**config.mk**
```make
export PLATFORM = sky130hd
export DESIGN_NAME = tdm_data_mux_flat
export DESIGN_NICKNAME = d
export VERILOG_FILES = /design/src/rtl/tdm_mux_pkg.sv /design/src/rtl/tdm_data_mux_if.sv /design/src/rtl/tdm_slot_counter.sv /design/src/rtl/tdm_data_mux.sv /design/src/flat_wrapper.sv
export SDC_FILE = /design/constraint.sdc
export NUM_CORES = 1
export LEC_CHECK = 0
export BUFFER_PORTS_ARGS = -buffer_cell sky130_fd_sc_hd__buf_2
export CELL_PAD_IN_SITES_DETAIL_PLACEMENT = 1
export CELL_PAD_IN_SITES_GLOBAL_PLACEMENT = 1
export CORE_ASPECT_RATIO = 2
export CORE_MARGIN = 2
export CORE_UTILIZATION = 30
export CTS_CLUSTER_SIZE = 25
export DETAILED_ROUTE_END_ITERATION = 7
export PLACE_DENSITY = 0.69
export SLEW_MARGIN = 30
export SYNTH_ARGS = -nofsm -noshare
export SYNTH_HDL_FRONTEND = slang
export SYNTH_SLANG_ARGS = --single-unit
```
**constraint.sdc**
```tcl
create_clock -name clk -period 3.55 [get_ports clk]
set_input_delay 0.5325 -clock clk [delete_from_list [all_inputs] [get_ports clk]]
set_output_delay 0.5325 -clock clk [all_outputs]
set_load 0.01 [all_outputs]
```
**src/rtl/tdm_mux_pkg.sv**
```systemverilog
// Shared types and helpers for the TDM data multiplexer: FSM state encoding,
// index-width sizing and the frame configuration validity rule.
package tdm_mux_pkg;

  typedef enum logic [0:0] {
    StIdle,
    StRun
  } tdm_state_e;

  // Width needed to index n items; never narrower than one bit.
  function automatic int unsigned idx_w(int unsigned n);
    return (n > 1) ? $clog2(n) : 1;
  endfunction

  function automatic logic cfg_valid(int unsigned mode, int unsigned slot_len,
                                     int unsigned num_ch);
    return (mode >= 1) && (mode <= num_ch) && (slot_len >= 1);
  endfunction

endpackage

```
**src/rtl/tdm_data_mux_if.sv**
```systemverilog
// Configuration, channel-data and tagged-output bundle of the TDM data mux.
// master = source/config side, slave = the mux itself.
interface tdm_data_mux_if
  import tdm_mux_pkg::*;
#(
  parameter int unsigned DATA_W = 8,
  parameter int unsigned NUM_CH = 4,
  parameter int unsigned SLOT_W = 3
);
  localparam int unsigned CH_W   = idx_w(NUM_CH);
  localparam int unsigned MODE_W = idx_w(NUM_CH + 1);

  logic                     symbol_strobe;
  logic [MODE_W-1:0]        mode;
  logic [SLOT_W-1:0]        slot_len;
  logic [NUM_CH*DATA_W-1:0] ch_data;
  logic [DATA_W-1:0]        mux_data;
  logic                     mux_valid;
  logic [CH_W-1:0]          mux_ch;
  logic                     frame_start;
  logic                     cfg_err;
  logic                     sync_err;

  modport master (
    output symbol_strobe, mode, slot_len, ch_data,
    input  mux_data, mux_valid, mux_ch, frame_start, cfg_err, sync_err
  );

  modport slave (
    input  symbol_strobe, mode, slot_len, ch_data,
    output mux_data, mux_valid, mux_ch, frame_start, cfg_err, sync_err
  );

endinterface

```
**src/rtl/tdm_slot_counter.sv**
```systemverilog
// Frame position tracker: slot counter within a channel slot and channel index,
// plus the flag marking the final clock of a frame.
module tdm_slot_counter
  import tdm_mux_pkg::*;
#(
  parameter int unsigned NUM_CH = 4,
  parameter int unsigned SLOT_W = 3,
  localparam int unsigned CH_W   = idx_w(NUM_CH),
  localparam int unsigned MODE_W = idx_w(NUM_CH + 1)
) (
  input  logic              clk,
  input  logic              rst_n,
  input  logic              restart,
  input  logic              step,
  input  logic [MODE_W-1:0] m_q,
  input  logic [SLOT_W-1:0] l_q,
  output logic [CH_W-1:0]   ch_nxt,
  output logic              last
);

  logic [SLOT_W-1:0] slot_q, slot_d;
  logic [CH_W-1:0]   ch_q, ch_d;

  always_comb begin
    slot_d = slot_q;
    ch_d   = ch_q;
    if (restart) begin
      slot_d = '0;
      ch_d   = '0;
    end else if (step) begin
      if (slot_q >= l_q - SLOT_W'(1)) begin
        slot_d = '0;
        ch_d   = ch_q + CH_W'(1);
      end else begin
        slot_d = slot_q + SLOT_W'(1);
      end
    end
  end

  always_ff @(posedge clk or negedge rst_n) begin
    if (!rst_n) begin
      slot_q <= '0;
      ch_q   <= '0;
    end else begin
      slot_q <= slot_d;
      ch_q   <= ch_d;
    end
  end

  // The position after this edge drives the output select, giving one cycle of latency.
  assign ch_nxt = ch_d;
  assign last   = (slot_q == l_q - SLOT_W'(1)) && (MODE_W'(ch_q) == m_q - MODE_W'(1));

endmodule

```
**src/rtl/tdm_data_mux.sv**
```systemverilog
// Time-division multiplexer: interleaves the first M channels onto one registered
// output, L clocks per channel, with frames launched by a one-cycle symbol_strobe.
module tdm_data_mux
  import tdm_mux_pkg::*;
#(
  parameter int unsigned DATA_W = 8,
  parameter int unsigned NUM_CH = 4,
  parameter int unsigned SLOT_W = 3
) (
  input logic           clk,
  input logic           rst_n,
  tdm_data_mux_if.slave bus
);

  localparam int unsigned CH_W   = idx_w(NUM_CH);
  localparam int unsigned MODE_W = idx_w(NUM_CH + 1);

  tdm_state_e        state_q, state_d;
  logic [MODE_W-1:0] m_q, m_d;
  logic [SLOT_W-1:0] l_q, l_d;
  logic [DATA_W-1:0] data_q, data_d;
  logic              valid_q, valid_d;
  logic [CH_W-1:0]   ch_q, ch_d;
  logic              fs_q, fs_d;
  logic              cfg_err_q, cfg_err_d;
  logic              sync_err_q, sync_err_d;

  logic              cfg_ok;
  logic              cnt_restart;
  logic              cnt_step;
  logic [CH_W-1:0]   ch_nxt;
  logic              last;
  logic [DATA_W-1:0] ch_words [NUM_CH];

  for (genvar k = 0; k < NUM_CH; k++) begin : g_unpack
    assign ch_words[k] = bus.ch_data[k*DATA_W +: DATA_W];
  end

  assign cfg_ok = cfg_valid(32'(bus.mode), 32'(bus.slot_len), NUM_CH);

  tdm_slot_counter #(
    .NUM_CH (NUM_CH),
    .SLOT_W (SLOT_W)
  ) u_slot_counter (
    .clk     (clk),
    .rst_n   (rst_n),
    .restart (cnt_restart),
    .step    (cnt_step),
    .m_q     (m_q),
    .l_q     (l_q),
    .ch_nxt  (ch_nxt),
    .last    (last)
  );

  always_comb begin
    state_d     = state_q;
    m_d         = m_q;
    l_d         = l_q;
    data_d      = data_q;
    valid_d     = valid_q;
    ch_d        = ch_q;
    fs_d        = 1'b0;
    cfg_err_d   = cfg_err_q;
    sync_err_d  = 1'b0;
    cnt_restart = 1'b0;
    cnt_step    = 1'b0;

    unique case (state_q)
      StIdle: begin
        if (bus.symbol_strobe) begin
          if (cfg_ok) begin
            state_d     = StRun;
            m_d         = bus.mode;
            l_d         = bus.slot_len;
            cnt_restart = 1'b1;
            data_d      = ch_words[0];
            valid_d     = 1'b1;
            ch_d        = '0;
            fs_d        = 1'b1;
          end else begin
            cfg_err_d = 1'b1;
          end
        end
      end
      StRun: begin
        if (bus.symbol_strobe) begin
          // A strobe anywhere but the final clock of a frame is a resync.
          sync_err_d = !last;
          if (cfg_ok) begin
            m_d         = bus.mode;
            l_d         = bus.slot_len;
            cnt_restart = 1'b1;
            data_d      = ch_words[0];
            valid_d     = 1'b1;
            ch_d        = '0;
            fs_d        = 1'b1;
          end else begin
            state_d   = StIdle;
            valid_d   = 1'b0;
            cfg_err_d = 1'b1;
          end
        end else if (last) begin
          state_d = StIdle;
          valid_d = 1'b0;
        end else begin
          cnt_step = 1'b1;
          data_d   = ch_words[ch_nxt];
          ch_d     = ch_nxt;
        end
      end
      default: state_d = StIdle;
    endcase
  end

  always_ff @(posedge clk or negedge rst_n) begin
    if (!rst_n) begin
      state_q    <= StIdle;
      m_q        <= '0;
      l_q        <= '0;
      data_q     <= '0;
      valid_q    <= 1'b0;
      ch_q       <= '0;
      fs_q       <= 1'b0;
      cfg_err_q  <= 1'b0;
      sync_err_q <= 1'b0;
    end else begin
      state_q    <= state_d;
      m_q        <= m_d;
      l_q        <= l_d;
      data_q     <= data_d;
      valid_q    <= valid_d;
      ch_q       <= ch_d;
      fs_q       <= fs_d;
      cfg_err_q  <= cfg_err_d;
      sync_err_q <= sync_err_d;
    end
  end

  assign bus.mux_data    = data_q;
  assign bus.mux_valid   = valid_q;
  assign bus.mux_ch      = ch_q;
  assign bus.frame_start = fs_q;
  assign bus.cfg_err     = cfg_err_q;
  assign bus.sync_err    = sync_err_q;

endmodule

```
**src/flat_wrapper.sv**
```systemverilog
// flat-port wrapper written by rule: the top's interface ports become plain ports
module tdm_data_mux_flat import tdm_mux_pkg::*;
#(
  parameter int unsigned DATA_W = 8,
  parameter int unsigned NUM_CH = 4,
  parameter int unsigned SLOT_W = 3
)
  (clk, rst_n, bus_symbol_strobe, bus_mode, bus_slot_len, bus_ch_data, bus_mux_data, bus_mux_valid, bus_mux_ch, bus_frame_start, bus_cfg_err, bus_sync_err);
  tdm_data_mux_if #(.DATA_W(DATA_W), .NUM_CH(NUM_CH), .SLOT_W(SLOT_W)) bus_i ();
  input logic clk;
  input logic rst_n;
  input wire logic [$bits(bus_i.symbol_strobe)-1:0] bus_symbol_strobe;
  input wire logic [$bits(bus_i.mode)-1:0] bus_mode;
  input wire logic [$bits(bus_i.slot_len)-1:0] bus_slot_len;
  input wire logic [$bits(bus_i.ch_data)-1:0] bus_ch_data;
  output wire logic [$bits(bus_i.mux_data)-1:0] bus_mux_data;
  output wire logic [$bits(bus_i.mux_valid)-1:0] bus_mux_valid;
  output wire logic [$bits(bus_i.mux_ch)-1:0] bus_mux_ch;
  output wire logic [$bits(bus_i.frame_start)-1:0] bus_frame_start;
  output wire logic [$bits(bus_i.cfg_err)-1:0] bus_cfg_err;
  output wire logic [$bits(bus_i.sync_err)-1:0] bus_sync_err;
  assign bus_i.symbol_strobe = bus_symbol_strobe;
  assign bus_i.mode = bus_mode;
  assign bus_i.slot_len = bus_slot_len;
  assign bus_i.ch_data = bus_ch_data;
  assign bus_mux_data = bus_i.mux_data;
  assign bus_mux_valid = bus_i.mux_valid;
  assign bus_mux_ch = bus_i.mux_ch;
  assign bus_frame_start = bus_i.frame_start;
  assign bus_cfg_err = bus_i.cfg_err;
  assign bus_sync_err = bus_i.sync_err;
  tdm_data_mux #(.DATA_W(DATA_W), .NUM_CH(NUM_CH), .SLOT_W(SLOT_W)) u_core (.clk(clk), .rst_n(rst_n), .bus(bus_i));
endmodule
```
# [Word level (Yosys, flattened, before mapping)]
# Index checks and enable logic that the tools add are counted.
[word_totals] reg_bits=26 latch_bits=0 mem_bits_rw=0 rom_bits=0 elab_cells=77 n_memories=0
[op_classes] addsub=4 mul=0 n_div=0 n_lt_le_gt_ge=5 n_eq_ne=6 n_shift=0 n_mux=39 n_bitwise=3 reduce_logical=9
[op_table] op="2-to-1 mux 8 bit" count=6
[op_table] op="2-to-1 mux 3 bit" count=7
[op_table] op="binary-select mux 8 bit (select 2 bit)" count=1
[op_table] op="case mux 8 bit (2 select lines)" count=1
[op_table] op="2-to-1 mux 1 bit" count=14
[op_table] op="2-to-1 mux 2 bit" count=7
[op_table] op=">= comparator 3 x 1 -> 1 bit (second input constant)" count=2
[op_table] op="inequality test 3 bit (second input constant)" count=2
[op_table] op="AND reduction 2 bit" count=3
[op_table] op="subtractor 3 x 1 -> 3 bit (second input constant)" count=2
[op_table] op="case mux 1 bit (2 select lines)" count=2
[op_table] op="case mux 2 bit (2 select lines)" count=1
[op_table] op="adder 3 x 1 -> 3 bit (second input constant)" count=1
[op_table] op="== test 2 x 3 -> 1 bit" count=1
[op_table] op="== test 3 bit" count=1
[op_table] op=">= comparator 3 bit" count=1
[op_table] op=">= comparator 3 bit (second input constant)" count=1
[op_table] op="less-or-equal comparator 3 bit (second input constant)" count=1
[op_table] op="logical AND 1 bit" count=3
[op_table] op="inverter 2 -> 3 bit" count=1
[op_table] op="AND reduction 3 bit" count=1
[op_table] op="adder 2 x 1 -> 2 bit (second input constant)" count=1
[op_table] op="inequality test 2 x 1 -> 1 bit (second input constant)" count=1
[op_table] op="inequality test 2 bit (second input constant)" count=1
[op_table] op="other kinds (3)" count=4

# [Longest topological paths before layout]
[logic_depth] ltp_word=15 depth_mapped=11

# [By module]
# Synthesis repeated with hierarchy kept, for this count alone.
[unflattened] hier_cells=132 area_unflattened_um2=1483.9
[modules_own_cells] module="tdm_data_mux" instances=1 cells_per_inst=89 area_each_um2=1097.3 seq_area_each_um2=525.5
[modules_own_cells] module="tdm_slot_counter" instances=1 cells_per_inst=43 area_each_um2=386.6 seq_area_each_um2=125.1

# [Least setup slack after synthesis]
# Ideal clock, no wire load.
[synth_timing] path_kind="register -> register" startpoint="register u_core.l_q[0]" endpoint="register u_core.data_q[5], in the netlist u_core.bus.mux_data[5]" t_arrival_ns=2.471 setup_slack_ns=0.953 path_stages_with_launch=11 path_buffers=0 period_less_slack_ns=2.597 path_cell_list="dfrtp_1 -> inv_1 -> ha_1 -> xnor2_1 -> ha_1 -> and2_1 -> a221oi_2 -> nor2_4 -> xnor2_2 -> o211a_1 -> a221o_1"
[synth_between] elab_chain_len=15 elab_cells_between_ends=19 cone_classes="add/sub: 1; order compare: 1; eq/ne: 2; mux: 12; bitwise: 1; reduce/logical: 2"
[synth_rtl] element="start: declaration" line="tdm_data_mux.sv:20" source="logic [SLOT_W-1:0] l_q, l_d;"
[synth_rtl] element="start signal: assignment" line="tdm_data_mux.sv:129" source="l_q <= l_d;"
[synth_rtl] element="subtractor 3 x 1 -> 3 bit *" line="tdm_slot_counter.sv:31, tdm_slot_counter.sv:52"
[synth_rtl] element="== test 3 bit" line="tdm_slot_counter.sv:52" source="assign last = (slot_q == l_q - SLOT_W'(1)) && (MODE_W'(ch_q) == m_q - MODE_W'(1));"
[synth_rtl] element="logical AND 1 bit" line="tdm_slot_counter.sv:52"
[synth_rtl] element="2-to-1 mux 1 bit" line="tdm_data_mux.sv:102" source="end else if (last) begin"
[synth_rtl] element="2-to-1 mux 1 bit" line="tdm_data_mux.sv:86" source="if (bus.symbol_strobe) begin"
[synth_rtl] element="2-to-1 mux 1 bit" line="tdm_data_mux.sv:68" source="unique case (state_q)"
[synth_rtl] element="2-to-1 mux 2 bit" line="tdm_slot_counter.sv:30" source="end else if (step) begin"
[synth_rtl] element="2-to-1 mux 2 bit" line="tdm_slot_counter.sv:27" source="if (restart) begin"
[synth_rtl] element="inverter 2 -> 3 bit (implied by the code)" line="tdm_data_mux.sv:107" source="data_d = ch_words[ch_nxt];"
[synth_rtl] element="binary-select mux 8 bit (select 2 bit)" line="tdm_data_mux.sv:107"
[synth_rtl] element="2-to-1 mux 8 bit (implied by the code) (2 in a row)" line="tdm_data_mux.sv:107"
[synth_rtl] element="2-to-1 mux 8 bit" line="tdm_data_mux.sv:102"
[synth_rtl] element="2-to-1 mux 8 bit" line="tdm_data_mux.sv:86"
[synth_rtl] element="case mux 8 bit (2 select lines)" line="tdm_data_mux.sv:68"
[synth_rtl] element="end signal: assignment" line="tdm_data_mux.sv:130" source="data_q <= data_d;"
[synth_rtl] element="end: declaration" line="tdm_data_mux.sv:21" source="logic [DATA_W-1:0] data_q, data_d;"
# Every way passes the cells marked *; elsewhere a longest branch is shown, timed or not. The select of a mux whose other input is x is not followed.
# A chain may end at the register's enable or synchronous reset.

# [Final worst setup path]
[layout_timing] startpoint="register u_core.l_q[0]" endpoint="register u_core.data_q[0], in the netlist u_core.bus.mux_data[0]"
# Same word-level chain as after synthesis.

==> flow_summary_export.csv <==
group,metric,value,unit
clock_network,ctsHoldBuffers,0,
placed_design,post_dp_cell_area,0.00216,mm2
floorplanning,die_h,115,um
yosys,ys_seq_area_frac,0.354,
route,drc,0,
worst_setup_path,startpoint,"u_core.l_q[0]",
worst_setup_path,crit_slowest_cell,"nor2_1",
sta,worstMarginPinSlew,0.644,ns
sta,fin_skew,0.00164,ns
cells_and_area,fillers,744,
placed_design,gp_congestion,0.831,
yosys,synth_edf_count,0,
route,top_layer_used,"met4",
pwr,power_per_cell_area,615,mW/mm2
pwr,total_power,1380,uW
yosys,yosysTopAreaCell,"dfrtp_1",
worst_setup_path,crit_path_end_kind,"flip-flop",
worst_setup_path,worst-endpoint-arrival,3.07,ns
cells_and_area,diodes,0,
worst_setup_path,crit_path_end,"u_core.bus.mux_data[0]",
worst_setup_path,r2r-start,"u_core.l_q[0]",
sta,finalSetupViolCount,0,
run,maxCapViolCount,0,
floorplanning,rows,40,
clock_network,cts_made_buffers,3,
sta,fmax,0.346,GHz
yosys,synthFlopType,"dfrtp_1",
hold_path,hold_class,"in2async",
floorplanning,core-area,0.00596,mm2
grt,antenna_found_initial,0,
route,via_per_inst,5.78,
worst_setup_path,worstPathRequired,3.72,ns
grt,grt_pass1_wl,10100,um
cells_and_area,area_growth,22.3,%
placed_design,numPortBuffers,54,
route,routed-wl-met2,3450,um
cells_and_area,final_net_count,316,
clock_network,cts_resized,0,
run_status,status,"finished, final reports clean",
grt,grt_pass1_vias,2036,
clock_network,path_clk_slew,0.07,ns
clock_network,cts.htree.levels,1,
worst_setup_path,r2r-end,"u_core.bus.mux_data[0]",
route,final_antenna_net_count,0,
yosys,netlist.area_leader.share,0.354,
clock_network,cts_tree,"built",
clock_network,clk_latency,0.27,ns
yosys,syn-num-nets,266,
sta,final-hold-violation-count,0,
worst_setup_path,critPathMaxFanout,16,
yosys,synthCells,219,
route,vias,1913,
sta,period_share,0.815,
worst_setup_path,worstRegToRegCells,11,
clock_network,cts_setup_buffers,0,
clock_network,cts_sinks,26,
route,wirelength,6200,um
route,wl_met3,161,um
grt,grt-ovfl-total,0,
cells_and_area,stdcell_count,331,
sta,rsz0062_at_grt,"false",
cells_and_area,drive_above_1_share,0.265,
grt,grtUsageTotal,0.197,
floorplanning,die_w,59.3,um
yosys,ys_ff_latch,26,
route,wl_per_cell,18.7,um
yosys,netlist-cell-type-count,40,
worst_setup_path,start_kind,"flip-flop",
worst_setup_path,worstPathCellList,"inv_1 > ha_1 > xnor2_1 > ha_1 > and2_1 > a221oi_2 > buf_4 > nor2_1 > nor2_1 > o221ai_1 > o31ai_1",
sta,drv_slew,0,
sta,period_needed,2.89,ns
grt,grt_max_degree,27,
route,routedLengthMet1,2460,um
clock_network,clock-root-buffer,"clkbuf_16",
yosys,async_flop_share,1.00,
floorplanning,ioPinCount,55,
clock_network,cts_max_path_buffers,2,
route,first_iter_violations,51,
sta,relSlewSlack,0.570,
placed_design,placed_cells,327,
pwr,max-vdd-ir-drop,0.260,mV
pwr,leakage,0.000999,uW
yosys,ys_top_cells_by_area,"dfrtp_1, nand2_1, nor4_1",
floorplanning,start_util,0.308,
yosys,synth_area_per_cell,8.38,um2
worst_setup_path,reg2reg_slack,0.66,ns
worst_setup_path,slowest_delay,0.44,ns
worst_setup_path,critPathKind,"reg2reg",
route,first_pass_iters,4,
placed_design,hpwl,4650,um
sta,setup_tns,0,ns
yosys,ys_warn_count,0,
sta,hold_slack,0.279,ns
cells_and_area,final_area,0.00224,mm2
floorplanning,die_area,0.00680,mm2
yosys,synth.cell_area,0.00184,mm2
[how the worst min path moves through the flow]
stage	from	end	slack [ns]	depth (start not counted)
final	rst_n	u_core.bus.mux_valid	0.28	1
after floorplan	rst_n	u_core.bus.cfg_err	0.24	0
after global placement	u_core.bus.cfg_err	u_core.bus.cfg_err	0.43	1
after CTS	rst_n	u_core.bus.mux_valid	0.31	1
after global routing	rst_n	u_core.bus.mux_data[3]	0.33	1
after detailed placement	u_core.bus.cfg_err	u_core.bus.cfg_err	0.44	1
[registers in the layout, indices dropped and copies added, names as in the netlist]
| signal | cells |
|---|---|
| u_core.bus.mux_ch | 2 |
| u_core.l_q | 3 |
| u_core.u_slot_counter.slot_q | 3 |
| u_core.bus.sync_err | 1 |
| u_core.bus.mux_data | 8 |
| u_core.u_slot_counter.ch_q | 2 |
| u_core.bus.frame_start | 1 |
| u_core.state_q | 1 |
| u_core.bus.cfg_err | 1 |
| u_core.m_q | 3 |
| u_core.bus.mux_valid | 1 |
[cell usage after synthesis (2+ instances only)]
cell type and count:
a21oi_1 7, a221o_1 3, buf_2 2, buf_4 2, clkbuf_1 10, dfrtp_1 26, ha_1 6, inv_1 9
nand2_1 27, nand2b_1 4, nand3_1 15, nor2_1 7, nor3_1 18, nor4_1 16, o21ai_0 19, o221ai_1 6
o31a_1 7, o31ai_1 8, or3_1 2, xnor2_1 5
[metrics by stage]
stage	setup slack (ns)	util
floorplan	0.953	-
global placement	0.831	0.362
detailed placement	0.674	0.362
CTS	0.623	0.377
global route	0.425	0.377
finish	0.658	0.377
[layer usage]
| layer | track usage | up-vias |
|---|---|---|
| met5 | 0 | - |
| met4 | 0.0758 | 0 |
| met3 | 0.0181 | 7 |
| met2 | 0.369 | 40 |
| met1 | 0.216 | 945 |
| li1 | - | 921 |
[logic make-up (layout without fill, tap and decap cells)]
group / Yosys count / in the layout / synth area share
adder cells (fa/ha/maj): 6 / 6 / 0.0409
AND/OR/NAND/NOR: 95 / 95 / 0.258
XOR/XNOR: 7 / 7 / 0.0375
AO/OA/AOI/OAI: 59 / 59 / 0.242
flip-flops: 26 / 26 / 0.354
buffers and inverters: 25 / 74 / 0.0607
multiplexers: 1 / 1 / 0.00613
[power breakdown]
part           leakage [uW]  internal, uW  switching, uW
Clock             0.0000442           173            118
Combinational      0.000629           239            398
Sequential         0.000325           374           77.8
[cells in the final DEF (no fill, tap or decap), types with 4 or more instances in the layout]
cell and instances:
ha_1 6, nor3_1 18, inv_1 9, nor2_1 7, buf_4 6, o221ai_1 6
nor4_1 16, nand3_1 15, xnor2_1 5, buf_2 54, o31ai_1 8, o21ai_0 19
o31a_1 7, nand2b_1 4, a21oi_1 7, dfrtp_1 26, nand2_1 27
[layout make-up]
cell class	instances	area [um2]	share of cell area
clock buffers	4	88.8	0.0396
inverters	10	37.5	0.0167
multi-input cells	168	1070	0.478
flip-flops and latches	26	651	0.290
well taps	63	78.8	0.0351
repair buffers	60	315	0.140
[worst max-delay path, delay by kind of cell, from the launching register on]
family	cells	cell delay [ns]
fa+ha+maj	2	0.57
xor+xnor	1	0.13
buf+inv	2	0.33
compound gates	3	0.74
simple gates	3	0.69
flops	1	0.33
Power figures use the tool's default switching activity.
